## config.mk

```make
export PLATFORM = sky130hd
export DESIGN_NAME = riscv_multicycle_control
export DESIGN_NICKNAME = d
export VERILOG_FILES = /design/src/rtl/riscv_multicycle_control.sv
export SDC_FILE = /design/constraint.sdc
export NUM_CORES = 1
export LEC_CHECK = 0
export ABC_CLOCK_PERIOD_IN_PS = 6000
export BUFFER_PORTS_ARGS = -buffer_cell sky130_fd_sc_hd__buf_2
export CORE_MARGIN = 2
export CORE_UTILIZATION = 46
export DETAILED_ROUTE_END_ITERATION = 7
export PLACE_DENSITY = 0.84
export SYNTH_ARGS = -nofsm -noshare
export SYNTH_HDL_FRONTEND = slang
export SYNTH_SLANG_ARGS = --single-unit
```

## constraint.sdc

```tcl
create_clock -name clk -period 6 [get_ports clk]
set_clock_uncertainty 0.15 [all_clocks]
set_input_delay 0.3 -clock clk [delete_from_list [all_inputs] [get_ports clk]]
set_output_delay 0.3 -clock clk [all_outputs]
set_load 0.03 [all_outputs]
```

## src/rtl/riscv_multicycle_control.sv

```systemverilog
`timescale 1ns/1ps
// riscv_multicycle_control
//   Multicycle control FSM for the RISC-V core. It sequences fetch, decode,
//   execute, memory and writeback over a shared memory and ALU. It supports
//   memory wait states and a multi-cycle multiplier.
//
// Parameters
//   MEM_LATENCY : extra wait cycles per memory access (FETCH/MEMREAD/MEMWRITE)
//   MUL_LATENCY : cycles spent in MULWAIT (1..15)
//   ENABLE_MUL  : 0 makes funct7=0000001 R-type instructions illegal
//
// Ports
//   clk, reset        : clock, synchronous active-high reset
//   opcode/Funct3/Funct7 : instruction fields from IR
//   zero              : ALU zero flag, used combinationally in BRANCH
//   PCWrite, IRWrite, MemWrite, RegWrite : write strobes (gated off in reset)
//   AdrSrc, ResultSrc, ALUSrcA, ALUSrcB, ImmSrc, ALUOp : datapath mux controls
//   Illegal           : sticky illegal-instruction flag
//   state_o           : current state encoding for debug
module riscv_multicycle_control #(
  parameter int MEM_LATENCY = 0,
  parameter int MUL_LATENCY = 2,
  parameter bit ENABLE_MUL  = 1'b1
) (
  input  logic       clk,
  input  logic       reset,
  input  logic [6:0] opcode,
  input  logic [2:0] Funct3,
  input  logic [6:0] Funct7,
  input  logic       zero,
  output logic       PCWrite,
  output logic       IRWrite,
  output logic       AdrSrc,
  output logic       MemWrite,
  output logic       RegWrite,
  output logic [1:0] ResultSrc,
  output logic [1:0] ALUSrcA,
  output logic [1:0] ALUSrcB,
  output logic [2:0] ImmSrc,
  output logic [3:0] ALUOp,
  output logic       Illegal,
  output logic [3:0] state_o
);

  localparam logic [3:0] S_FETCH    = 4'd0;
  localparam logic [3:0] S_DECODE   = 4'd1;
  localparam logic [3:0] S_MEMADR   = 4'd2;
  localparam logic [3:0] S_MEMREAD  = 4'd3;
  localparam logic [3:0] S_MEMWB    = 4'd4;
  localparam logic [3:0] S_MEMWRITE = 4'd5;
  localparam logic [3:0] S_EXECUTER = 4'd6;
  localparam logic [3:0] S_EXECUTEI = 4'd7;
  localparam logic [3:0] S_MULWAIT  = 4'd8;
  localparam logic [3:0] S_ALUWB    = 4'd9;
  localparam logic [3:0] S_BRANCH   = 4'd10;
  localparam logic [3:0] S_JAL      = 4'd11;
  localparam logic [3:0] S_JALR     = 4'd12;
  localparam logic [3:0] S_LINK     = 4'd13;
  localparam logic [3:0] S_TRAP     = 4'd14;

  localparam logic [6:0] OP_R     = 7'h33;
  localparam logic [6:0] OP_I     = 7'h13;
  localparam logic [6:0] OP_LW    = 7'h03;
  localparam logic [6:0] OP_SW    = 7'h23;
  localparam logic [6:0] OP_BR    = 7'h63;
  localparam logic [6:0] OP_JAL   = 7'h6F;
  localparam logic [6:0] OP_JALR  = 7'h67;
  localparam logic [6:0] OP_AUIPC = 7'h17;

  localparam logic [3:0] ALU_AND  = 4'b0000;
  localparam logic [3:0] ALU_OR   = 4'b0001;
  localparam logic [3:0] ALU_ADD  = 4'b0010;
  localparam logic [3:0] ALU_SUB  = 4'b0011;
  localparam logic [3:0] ALU_SLL  = 4'b0100;
  localparam logic [3:0] ALU_SRL  = 4'b0101;
  localparam logic [3:0] ALU_SLT  = 4'b0110;
  localparam logic [3:0] ALU_MUL  = 4'b0111;
  localparam logic [3:0] ALU_XOR  = 4'b1000;
  localparam logic [3:0] ALU_SRA  = 4'b1001;
  localparam logic [3:0] ALU_SLTU = 4'b1010;

  localparam logic [6:0] F7_BASE = 7'b0000000;
  localparam logic [6:0] F7_ALT  = 7'b0100000;
  localparam logic [6:0] F7_MUL  = 7'b0000001;

  localparam logic [3:0] MEM_LIM = 4'(MEM_LATENCY);
  localparam logic [3:0] MUL_LIM = 4'(MUL_LATENCY - 1);

  logic [3:0] state;
  logic [3:0] state_next;
  logic [3:0] wait_cnt;
  logic       wait_done;
  logic       illegal_q;

  logic       pc_write;
  logic       ir_write;
  logic       mem_write;
  logic       reg_write;

  logic       r_is_mul;
  logic       r_is_alt;
  logic       r_legal;
  logic [3:0] r_aluop;
  logic [3:0] i_aluop;
  logic [2:0] decode_imm;

  // Shared ALU operation table indexed by funct3; alt selects SRA for 101.
  function automatic logic [3:0] alu_by_funct3(input logic [2:0] f3, input logic alt);
    logic [3:0] op;
    case (f3)
      3'b000:  op = ALU_ADD;
      3'b001:  op = ALU_SLL;
      3'b010:  op = ALU_SLT;
      3'b011:  op = ALU_SLTU;
      3'b100:  op = ALU_XOR;
      3'b101:  op = alt ? ALU_SRA : ALU_SRL;
      3'b110:  op = ALU_OR;
      default: op = ALU_AND;
    endcase
    return op;
  endfunction

  always_comb begin
    r_is_mul = (Funct7 == F7_MUL);
    r_is_alt = (Funct7 == F7_ALT);
    r_legal  = (Funct7 == F7_BASE) || r_is_alt || (r_is_mul && ENABLE_MUL);
    if (r_is_mul)
      r_aluop = ALU_MUL;
    else if (r_is_alt && (Funct3 == 3'b000))
      r_aluop = ALU_SUB;
    else
      r_aluop = alu_by_funct3(Funct3, r_is_alt);
    i_aluop = alu_by_funct3(Funct3, Funct7[5]);
    case (opcode)
      OP_SW:    decode_imm = 3'b001;
      OP_BR:    decode_imm = 3'b010;
      OP_JAL:   decode_imm = 3'b011;
      OP_AUIPC: decode_imm = 3'b100;
      default:  decode_imm = 3'b000;
    endcase
  end

  // wait_cnt counts cycles already spent in the current state, starting at 0
  // on every state change, so each wait state ends once it reaches its limit.
  always_comb begin
    case (state)
      S_FETCH, S_MEMREAD, S_MEMWRITE: wait_done = (wait_cnt == MEM_LIM);
      S_MULWAIT:                      wait_done = (wait_cnt == MUL_LIM);
      default:                        wait_done = 1'b1;
    endcase
  end

  always_comb begin
    state_next = state;
    case (state)
      S_FETCH:    if (wait_done) state_next = S_DECODE;
      S_DECODE: begin
        case (opcode)
          OP_R:          state_next = S_EXECUTER;
          OP_I:          state_next = S_EXECUTEI;
          OP_LW, OP_SW:  state_next = S_MEMADR;
          OP_BR:         state_next = S_BRANCH;
          OP_JAL:        state_next = S_JAL;
          OP_JALR:       state_next = S_JALR;
          OP_AUIPC:      state_next = S_ALUWB;
          default:       state_next = S_TRAP;
        endcase
      end
      S_MEMADR:   state_next = (opcode == OP_LW) ? S_MEMREAD : S_MEMWRITE;
      S_MEMREAD:  if (wait_done) state_next = S_MEMWB;
      S_MEMWB:    state_next = S_FETCH;
      S_MEMWRITE: if (wait_done) state_next = S_FETCH;
      S_EXECUTER: begin
        if (!r_legal)
          state_next = S_TRAP;
        else if (r_is_mul)
          state_next = S_MULWAIT;
        else
          state_next = S_ALUWB;
      end
      S_EXECUTEI: state_next = S_ALUWB;
      S_MULWAIT:  if (wait_done) state_next = S_ALUWB;
      S_ALUWB:    state_next = S_FETCH;
      S_BRANCH:   state_next = S_FETCH;
      S_JAL:      state_next = S_ALUWB;
      S_JALR:     state_next = S_LINK;
      S_LINK:     state_next = S_ALUWB;
      S_TRAP:     state_next = S_TRAP;
      default:    state_next = S_TRAP;
    endcase
  end

  always_comb begin
    pc_write  = 1'b0;
    ir_write  = 1'b0;
    mem_write = 1'b0;
    reg_write = 1'b0;
    AdrSrc    = 1'b0;
    ResultSrc = 2'b00;
    ALUSrcA   = 2'b00;
    ALUSrcB   = 2'b00;
    ImmSrc    = 3'b000;
    ALUOp     = ALU_ADD;
    case (state)
      S_FETCH: begin
        ALUSrcB   = 2'b10;
        ResultSrc = 2'b10;
        pc_write  = wait_done;
        ir_write  = wait_done;
      end
      S_DECODE: begin
        ALUSrcA = 2'b01;
        ALUSrcB = 2'b01;
        ImmSrc  = decode_imm;
      end
      S_MEMADR: begin
        ALUSrcA = 2'b10;
        ALUSrcB = 2'b01;
        ImmSrc  = (opcode == OP_SW) ? 3'b001 : 3'b000;
      end
      S_MEMREAD: AdrSrc = 1'b1;
      S_MEMWB: begin
        ResultSrc = 2'b01;
        reg_write = 1'b1;
      end
      S_MEMWRITE: begin
        AdrSrc    = 1'b1;
        mem_write = 1'b1;
      end
      S_EXECUTER: begin
        ALUSrcA = 2'b10;
        ALUOp   = r_aluop;
      end
      S_EXECUTEI: begin
        ALUSrcA = 2'b10;
        ALUSrcB = 2'b01;
        ALUOp   = i_aluop;
      end
      S_MULWAIT: begin
        ALUSrcA = 2'b10;
        ALUOp   = ALU_MUL;
      end
      S_ALUWB: reg_write = 1'b1;
      S_BRANCH: begin
        ALUSrcA = 2'b10;
        ALUOp   = ALU_SUB;
        ImmSrc  = 3'b010;
        // Mealy on zero: the compare result is only valid in this cycle.
        case (Funct3)
          3'b000:  pc_write = zero;
          3'b001:  pc_write = !zero;
          default: pc_write = 1'b0;
        endcase
      end
      S_JAL: begin
        pc_write = 1'b1;
        ALUSrcA  = 2'b01;
        ALUSrcB  = 2'b10;
      end
      S_JALR: begin
        ALUSrcA   = 2'b10;
        ALUSrcB   = 2'b01;
        ResultSrc = 2'b10;
        pc_write  = 1'b1;
      end
      S_LINK: begin
        ALUSrcA = 2'b01;
        ALUSrcB = 2'b10;
      end
      default: ;
    endcase
  end

  // Strobes are suppressed during reset so an aborted instruction cannot
  // commit anything in the cycle reset is sampled.
  assign PCWrite  = pc_write  && !reset;
  assign IRWrite  = ir_write  && !reset;
  assign MemWrite = mem_write && !reset;
  assign RegWrite = reg_write && !reset;
  assign Illegal  = illegal_q;
  assign state_o  = state;

  always_ff @(posedge clk) begin
    if (reset) begin
      state     <= S_FETCH;
      wait_cnt  <= 4'd0;
      illegal_q <= 1'b0;
    end else begin
      state    <= state_next;
      wait_cnt <= (state_next != state) ? 4'd0 : wait_cnt + 4'd1;
      if (state_next == S_TRAP)
        illegal_q <= 1'b1;
    end
  end

endmodule
```

==> results.cfg, run 1 <==
[status]
status = finished clean

[clocking]
clock_latency_ns = 0.26
cts-hold-fix-buffers = 0
numCtsBuffers = 3
cts_tree = built
cts_resized = 0
clkTransAtPathRegs_ns = 0.06
clockRootBuffer = clkbuf_4
ctsHtreeMaxLevel = 1
cts_setup_buffers = 0
cts.sinks = 9
clk_path_buf_depth = 2

[worst_setup_path]
crit_path_end_kind = primary output
crit_path_top_delay_cell = dfxtp_1
worstSetupStartpointType = flip-flop
worst_r2r_path_depth = 5
r2r_end = wait_cnt[1]
crit_type = reg -> out
rrSetupSlack_ns = 3.47
r2r_start = state_o[3]
crit_chain = nand2b_1, nor2_1, o21ai_0, a211o_1, a211oi_1, buf_2
max_stage_delay_ns = 0.80
arrival_ns = 2.36
crit_fanout = 23
crit_required_ns = 5.55
crit_path_start = state_o[2]

[floorplan]
coreArea_um2 = 2710
fp.dieH_um = 56.8
dieArea_um2 = 3220
placementRows = 19
start_util_pct = 47.3
dieWidth_um = 56.8
boundaryPins = 43

[timing]
setup_viol = 0
whs_ns = 0.194
fin_setup_tns_ns = 0
finalCritPeriodShare_pct = 46.9
relSlewSlack_pct = 45.2
rsz0062_at_grt = no
min_period_ns = 2.81
max_freq_ghz = 0.356
drv_slew = 0
tightest_slew_ns = 0.821
finalHoldViolations = 0

[routing]
vias = 1523
drtIter0Drc = 125
wire_per_inst_um = 13.8
ant_nets = 0
drc = 0
drt_first_pass_iters = 4
viasPerCell = 6.04
drt-total-wl_mm = 3.48

[placement]
place.gp.congestion = 0.911
place.port_buffers = 42
placed_cell_area_um2 = 1480
placed_cells = 248
place_hpwl_mm = 2.64

[pwr]
p_per_area_nw_per_um2 = 488
leakagePower_nw = 0.637
ir_drop_mv = 0.265

[final_layout]
final_cell_mix = 42 x buf_2, 21 x nor2_1, 15 x nand2_1, 14 x o21ai_0, 10 x inv_1
mostFrequentLayoutCell = buf_2
areaGrowthSynthToFinish_pct = 17.2
fin_area_um2 = 1500
stdcell_count = 252
final_util_pct = 55.4
nets = 245
antennaDiodeCount = 0
drive_above_1_share_pct = 24.9

[worst_hold_path]
hold-path-endpoint = state_o[0]
holdPathStages = 2
hp-class = in -> reg
min-delay-start = reset

[global_routing]
grt_util_all_layers_pct = 21.5
grt_max_degree = 28
antenna_found_initial = 0
grt_pass1_wl_mm = 5.67
overflow = 0
grt_pass1_vias = 1264

[logic_synthesis]
synth_nets = 210
post_synth_num_cell_types = 51
ys.flop_type = dfxtp_1
synthCells = 187
ys_ff_latch = 9
ys_seq_area_share_pct = 14.1
synthArstFlopShare_pct = 0
synth_edf_count = 0
yosys_warnings = 0
netlist_area_um2 = 1280
syn_area_per_cell_um2 = 6.85

[run]
maxCapViolations = 0
-- area by class of cell --
cell class / count / area (um2)
Clock buffer: 4 / 26.3
Timing Repair Buffer: 42 / 210
Inverter: 10 / 37.5
Tap cell: 31 / 38.8
Sequential cell: 9 / 180
Fill cell: 280 / 1210
Multi-Input combinational cell: 156 / 1010
-- synth_stat cells (2+ instances only) --
master | number | share of area (%)
a21oi_1 | 6 | 2.3
nor2_1 | 21 | 6.2
clkbuf_1 | 7 | 2.1
dfxtp_1 | 9 | 14
a211oi_1 | 5 | 2.9
buf_2 | 2 | 0.78
o22ai_1 | 3 | 1.5
nor4_1 | 2 | 0.98
a2111oi_2 | 2 | 2.3
buf_1 | 2 | 0.59
nor4b_1 | 2 | 1.4
nand4_1 | 4 | 2.0
ha_1 | 3 | 2.9
and3_1 | 3 | 1.5
nand3_1 | 7 | 2.7
nor3_1 | 9 | 3.5
a22oi_1 | 2 | 1.2
nand2b_1 | 3 | 1.5
o2111ai_1 | 2 | 1.4
o21ai_0 | 14 | 5.5
o32ai_1 | 2 | 1.4
nand2_1 | 15 | 4.4
or3_4 | 2 | 1.8
inv_1 | 10 | 2.9
or3_1 | 2 | 0.98
and3b_1 | 3 | 2.1
xor2_1 | 5 | 3.4
a31o_2 | 2 | 1.4
nor2b_1 | 6 | 2.9
xnor2_1 | 3 | 2.1
nand3b_1 | 4 | 2.3
a211o_1 | 4 | 2.7
a31oi_1 | 3 | 1.5
-- worst max path at each step --
stage	end	slack, ns	cells after the start
after floorplan	RegWrite	3.36	5
after global placement	ALUOp[3]	3.42	7
after detailed placement	ALUOp[3]	3.40	7
after CTS	ALUOp[3]	3.19	6
after global routing	ImmSrc[1]	2.98	5
final	ALUOp[3]	3.19	6
-- power by group --
group          total (mW)  internal [mW]  switching [mW]
clock              0.0465         0.0256          0.0209
combinational       0.531          0.192           0.339
sequential          0.155         0.0764          0.0783
total               0.732          0.294           0.438
-- flip-flops by register name, indices dropped and copies added (netlist names) --
name,count
wait_cnt,4
state_o,4
Illegal,1
-- stage by stage --
step           power (mW)  worst slack, ns
3_5_place_dp        0.682             3.40
6_report            0.732             3.19
3_3_place_gp        0.677             3.42
4_1_cts             0.731             3.19
2_1_floorplan       0.559             3.36
5_1_grt             0.791             2.98
-- routing by layer --
layer	routed length (um)	global-route usage [%]	vias up
li1	-	-	767
met1	1540	28.9	660
met2	1570	34.6	90
met3	327	3.92	6
met4	51	6.98	0
met5	0	0	-
-- kinds of logic (layout without fill, tap and decap cells) --
| family | count (synthesis) | count (layout) | synth area share, % |
|---|---|---|---|
| buffers and inverters | 22 | 56 | 7.23 |
| multiplexers | 2 | 2 | 1.66 |
| flip-flops | 9 | 9 | 14.1 |
| adder cells (fa/ha/maj) | 3 | 3 | 2.93 |
| AND/OR/NAND/NOR | 89 | 89 | 38.7 |
| XOR/XNOR | 8 | 8 | 5.47 |
| AO/OA/AOI/OAI | 54 | 54 | 30.0 |
-- critical path: cells and delay by family, from the launching register on --
family                 cells  cell delay [ns]
flip-flops                 1             0.80
AO/OA/AOI/OAI              3             0.64
AND/OR/NAND/NOR            2             0.42
buffers and inverters      1             0.24
Power figures use the tool's default switching activity.
==> run 2: changes to the inputs <==
- ABC_CLOCK_PERIOD_IN_PS: 6000 -> 2780
- clock period: 6 -> 2.78 ns (I/O delays scaled with it)
==> run 2 against run 1 <==
  * Sequential cell count unchanged
  * Die area unchanged
  * Sequential share of layout area down 0.29 points
  * Wire length up 2.6%
  * Clock power up 100%
  * Via count up 1.6%
  * Final cell count up 2.0%
  * Non-clock buffer count up 5
  * Critical endpoint unchanged
==> results.cfg, run 2 (synthesis results as in run 1) <==
[placement]
place_hpwl_mm = 2.80
placed_cell_area_um2 = 1510
dp_slack_ns = 0.403
place.gp.congestion = 0.957
place.port_buffers = 42

[worst_setup_path]
crit_fanout = 24
crit_path_top_delay_cell = dfxtp_1
worstSetupStartpointType = flip-flop
crit_required_ns = 2.49
crit_type = reg -> out
crit_chain = nand2_1, nor2_1, o21ai_0, a211o_1, a211oi_1, buf_2
crit_path_end_kind = primary output
max_stage_delay_ns = 0.83
arrival_ns = 2.23

[final_layout]
nets = 250
antennaDiodeCount = 0
n_fill_cell = 288
fin_area_um2 = 1540
drive_above_1_share_pct = 26.5
final_cell_mix = 42 x buf_2, 21 x nor2_1, 15 x nand2_1, 14 x o21ai_0, 10 x inv_1
mostFrequentLayoutCell = buf_2
areaGrowthSynthToFinish_pct = 20.1

[routing]
drc = 0
drt_first_pass_iters = 4
ant_nets = 0
vias = 1548
wire_per_inst_um = 13.9
drtIter0Drc = 95
drt-total-wl_mm = 3.57
viasPerCell = 6.02

[timing]
setup_viol = 0
fin_setup_tns_ns = 0
drv_slew = 0
finalHoldViolations = 0
finalCritPeriodShare_pct = 90.6
relSlewSlack_pct = 47.6
whs_ns = 0.0413
rsz0062_at_grt = no
max_freq_ghz = 0.397
tightest_slew_ns = 0.785
min_period_ns = 2.52
layout_setup_ws_ns = 0.261

[clocking]
clk_path_buf_depth = 2
cts.sinks = 9
ctsHtreeMaxLevel = 1
clkTransAtPathRegs_ns = 0.05
cts-hold-fix-buffers = 0
clockRootBuffer = clkbuf_4
cts_tree = built
cts_resized = 0
clock_latency_ns = 0.25
numCtsBuffers = 3
cts_setup_buffers = 0

[pwr]
ir_drop_mv = 0.593
clockPowerShare_pct = 5.8
p_sw_share_pct = 59.0
power.internal_mw = 0.663
power.switching_mw = 0.953
leakagePower_nw = 0.663
seq_power_share_pct = 17.7
combPwrFrac_pct = 76.5
p_total_mw = 1.62
p_per_area_nw_per_um2 = 1050

[global_routing]
overflow = 0
grt_max_degree = 25
antenna_found_initial = 0
grt_pass1_wl_mm = 5.75
grt_pass1_vias = 1316
grt_util_all_layers_pct = 21.7

[floorplan]
dieArea_um2 = 3220
start_util_pct = 47.3
placementRows = 19
dieWidth_um = 56.8
boundaryPins = 43
coreArea_um2 = 2710
fp.dieH_um = 56.8

[status]
status = finished clean

[worst_hold_path]
hp-class = in -> reg

[run]
maxCapViolations = 0
[run 2: cell count changes in the layout (fill, tap and decap cells not counted), sizes merged]
| cell | before | now |
|---|---|---|
| buf | 42 | 47 |
[run 2: worst paths after layout]
| check | from | to | slack (ns) | cells past startpoint |
|---|---|---|---|---|
| hold reg to reg | Illegal | Illegal | 0.31 | 2 |
| setup / recovery | state_o[1] | ALUOp[3] | 0.26 | 6 |
| hold / removal | reset | state_o[2] | 0.04 | 2 |
| setup reg to reg | state_o[1] | wait_cnt[0] | 0.38 | 5 |
[run 2: layout make-up]
cell class	instances	area (um2)	share of cell area [%]
flip-flops and latches	9	180	11.7
clock buffers	4	26.3	1.71
multi-input cells	156	1010	65.5
well taps	31	38.8	2.52
repair buffers	47	248	16.1
inverters	10	37.5	2.44
[run 2: layer usage]
metal / vias to the layer above / wire length (um) / track usage, %
met5: - / 0 / 0
met4: 0 / 0 / 4.65
met3: 0 / 292 / 3.00
met2: 68 / 1730 / 37.7
met1: 707 / 1550 / 28.4
li1: 773 / - / -
[run 2: per-stage QoR]
stage / cells / utilization [%]
5_1_grt: 257 / 56.8
2_1_floorplan: 187 / -
6_report: 257 / 56.8
4_1_cts: 257 / 56.8
3_5_place_dp: 253 / 55.8
3_3_place_gp: 253 / 55.8
[run 2: critical path: cells and delay by family (launching register included)]
| family | cells | cell delay (ns) |
|---|---|---|
| flops | 1 | 0.83 |
| compound gates | 3 | 0.60 |
| simple gates | 2 | 0.33 |
| buf+inv | 1 | 0.23 |
[run 2: power by group through the flow]
stage / sequential (mW) / combinational, mW / clock, mW
after floorplan: 0.259 / 0.947 / 0
after global placement: 0.284 / 1.22 / 0
after detailed placement: 0.286 / 1.23 / 0
after CTS: 0.284 / 1.23 / 0.0987
after global routing: 0.298 / 1.33 / 0.106
final: 0.286 / 1.24 / 0.0937
==> run 3: changes to the inputs <==
- ABC_CLOCK_PERIOD_IN_PS: 2780 -> 2600
- clock period: 2.78 -> 2.6 ns (I/O delays scaled with it)
==> run 3 against run 2 <==
  * Global-route usage up 1.6 points
  * Clock-buffer cell count did not move
  * Utilization increased by 0.55 points
  * Worst hold slack got worse by 0.016 ns
  * Sequential share of layout area shrank 0.11 points
  * Clock power is 16% higher
  * Cell area rose by 0.98%
  * Wire length up 3.4%
  * Combinational power up 11%
  * Register-to-register slack got worse by 0.09 ns
  * Via count increased by 0.39%
  * Sequential cell count unchanged
  * Largest cell class unchanged
==> results.cfg, run 3 (synthesis results as in run 1) <==
[final_layout]
final_util_pct = 57.3
antennaDiodeCount = 0
final_cell_mix = 42 x buf_2, 21 x nor2_1, 15 x nand2_1, 14 x o21ai_0, 10 x inv_1
nets = 252
drive_above_1_share_pct = 27.2
mostFrequentLayoutCell = buf_2
areaGrowthSynthToFinish_pct = 21.3

[clocking]
cts_tree = built
cts_resized = 0
ctsHtreeMaxLevel = 1
numCtsBuffers = 3
clock_latency_ns = 0.26
clk_path_buf_depth = 2
clockRootBuffer = clkbuf_4
cts_setup_buffers = 0
cts-hold-fix-buffers = 0
cts.sinks = 9
clkTransAtPathRegs_ns = 0.06

[global_routing]
antenna_found_initial = 0
grt_pass1_wl_mm = 6.10
grt_pass1_vias = 1341
overflow = 0
grt_max_degree = 20
grt_util_all_layers_pct = 23.2

[routing]
drt-total-wl_mm = 3.69
ant_nets = 0
viasPerCell = 6.00
vias = 1554
drtIter0Drc = 89
drc = 0
drt_first_pass_iters = 4
wire_per_inst_um = 14.3

[floorplan]
dieWidth_um = 56.8
placementRows = 19
start_util_pct = 47.3
coreArea_um2 = 2710
boundaryPins = 43
fp.dieH_um = 56.8
dieArea_um2 = 3220

[pwr]
combPwrFrac_pct = 78.2
seq_power_share_pct = 15.6
power.switching_mw = 1.04
power.internal_mw = 0.725
p_sw_share_pct = 58.9
p_per_area_nw_per_um2 = 1130
leakagePower_nw = 0.674
ir_drop_mv = 0.671
clockPowerShare_pct = 6.2

[timing]
setup_viol = 0
max_freq_ghz = 0.406
finalCritPeriodShare_pct = 94.6
min_period_ns = 2.46
relSlewSlack_pct = 57.5
rsz0062_at_grt = no
fin_setup_tns_ns = 0
tightest_slew_ns = 0.637
finalHoldViolations = 0
drv_slew = 0

[placement]
place.port_buffers = 42
place_hpwl_mm = 2.86
place.gp.congestion = 0.912

[worst_setup_path]
arrival_ns = 2.18
crit_path_end_kind = primary output
crit_required_ns = 2.32
worst_r2r_path_depth = 5
crit_fanout = 19
rrSetupSlack_ns = 0.29
worstSetupStartpointType = flip-flop
crit_type = reg -> out
r2r_start = state_o[1]
crit_path_start = state_o[1]
r2r_end = wait_cnt[1]

[worst_hold_path]
hp-class = in -> reg
hold-path-endpoint = state_o[2]
holdPathStages = 2
min-delay-start = reset

[status]
status = finished clean

[run]
maxCapViolations = 0
run 3: cell count changes in the layout (fill, tap and decap cells not counted), sizes merged:
cell | before | now
buf | 47 | 49
run 3: stage by stage:
stage | area [um2] | worst slack [ns] | hold slack (ns) | cells | total power [mW]
floorplan | 1280 | 0.126 | 0.289 | 187 | 1.29
global placement | 1530 | 0.416 | 0.285 | 255 | 1.62
detailed placement | 1530 | 0.336 | 0.295 | 255 | 1.64
CTS | 1550 | 0.168 | 0.0191 | 259 | 1.75
global route | 1550 | 0.00713 | 0.0397 | 259 | 1.89
finish | 1550 | 0.139 | 0.0255 | 259 | 1.76
run 3: worst max-delay path by stage:
stage | endpoint | slack (ns) | cells after the start
3_3_place_gp | wait_cnt[1] | 0.42 | 5
2_1_floorplan | RegWrite | 0.13 | 5
4_1_cts | ALUOp[3] | 0.17 | 6
3_5_place_dp | wait_cnt[1] | 0.34 | 5
5_1_grt | ALUOp[3] | 0.007 | 6
6_report | ALUOp[3] | 0.14 | 6
run 3: per-layer routing:
layer | track usage [%] | vias to the layer above | wire, um
li1 | - | 777 | -
met1 | 30.9 | 702 | 1590
met2 | 39.2 | 71 | 1760
met3 | 2.76 | 4 | 313
met4 | 6.98 | 0 | 32
met5 | 0 | - | 0
run 3: power groups by stage:
stage	registers [mW]	logic, mW	clock network [mW]
2_1_floorplan	0.277	1.01	0
5_1_grt	0.283	1.49	0.116
6_report	0.275	1.38	0.109
4_1_cts	0.272	1.37	0.110
3_3_place_gp	0.271	1.35	0
3_5_place_dp	0.272	1.36	0
run 3: layout make-up:
cell class	count	area (um2)
timing repair buffer	49	263
inverter	10	37.5
fill	283	1160
tap	31	38.8
sequential	9	180
clock buffer	4	26.3
multi-input combinational	156	1010
run 3: worst max-delay path: stages, from the launching register on:
cell,delay [ns]
dfxtp_1,0.72
nand2_1,0.20
nor2_1,0.13
o21ai_0,0.12
a211o_1,0.32
a211oi_1,0.19
buf_2,0.23
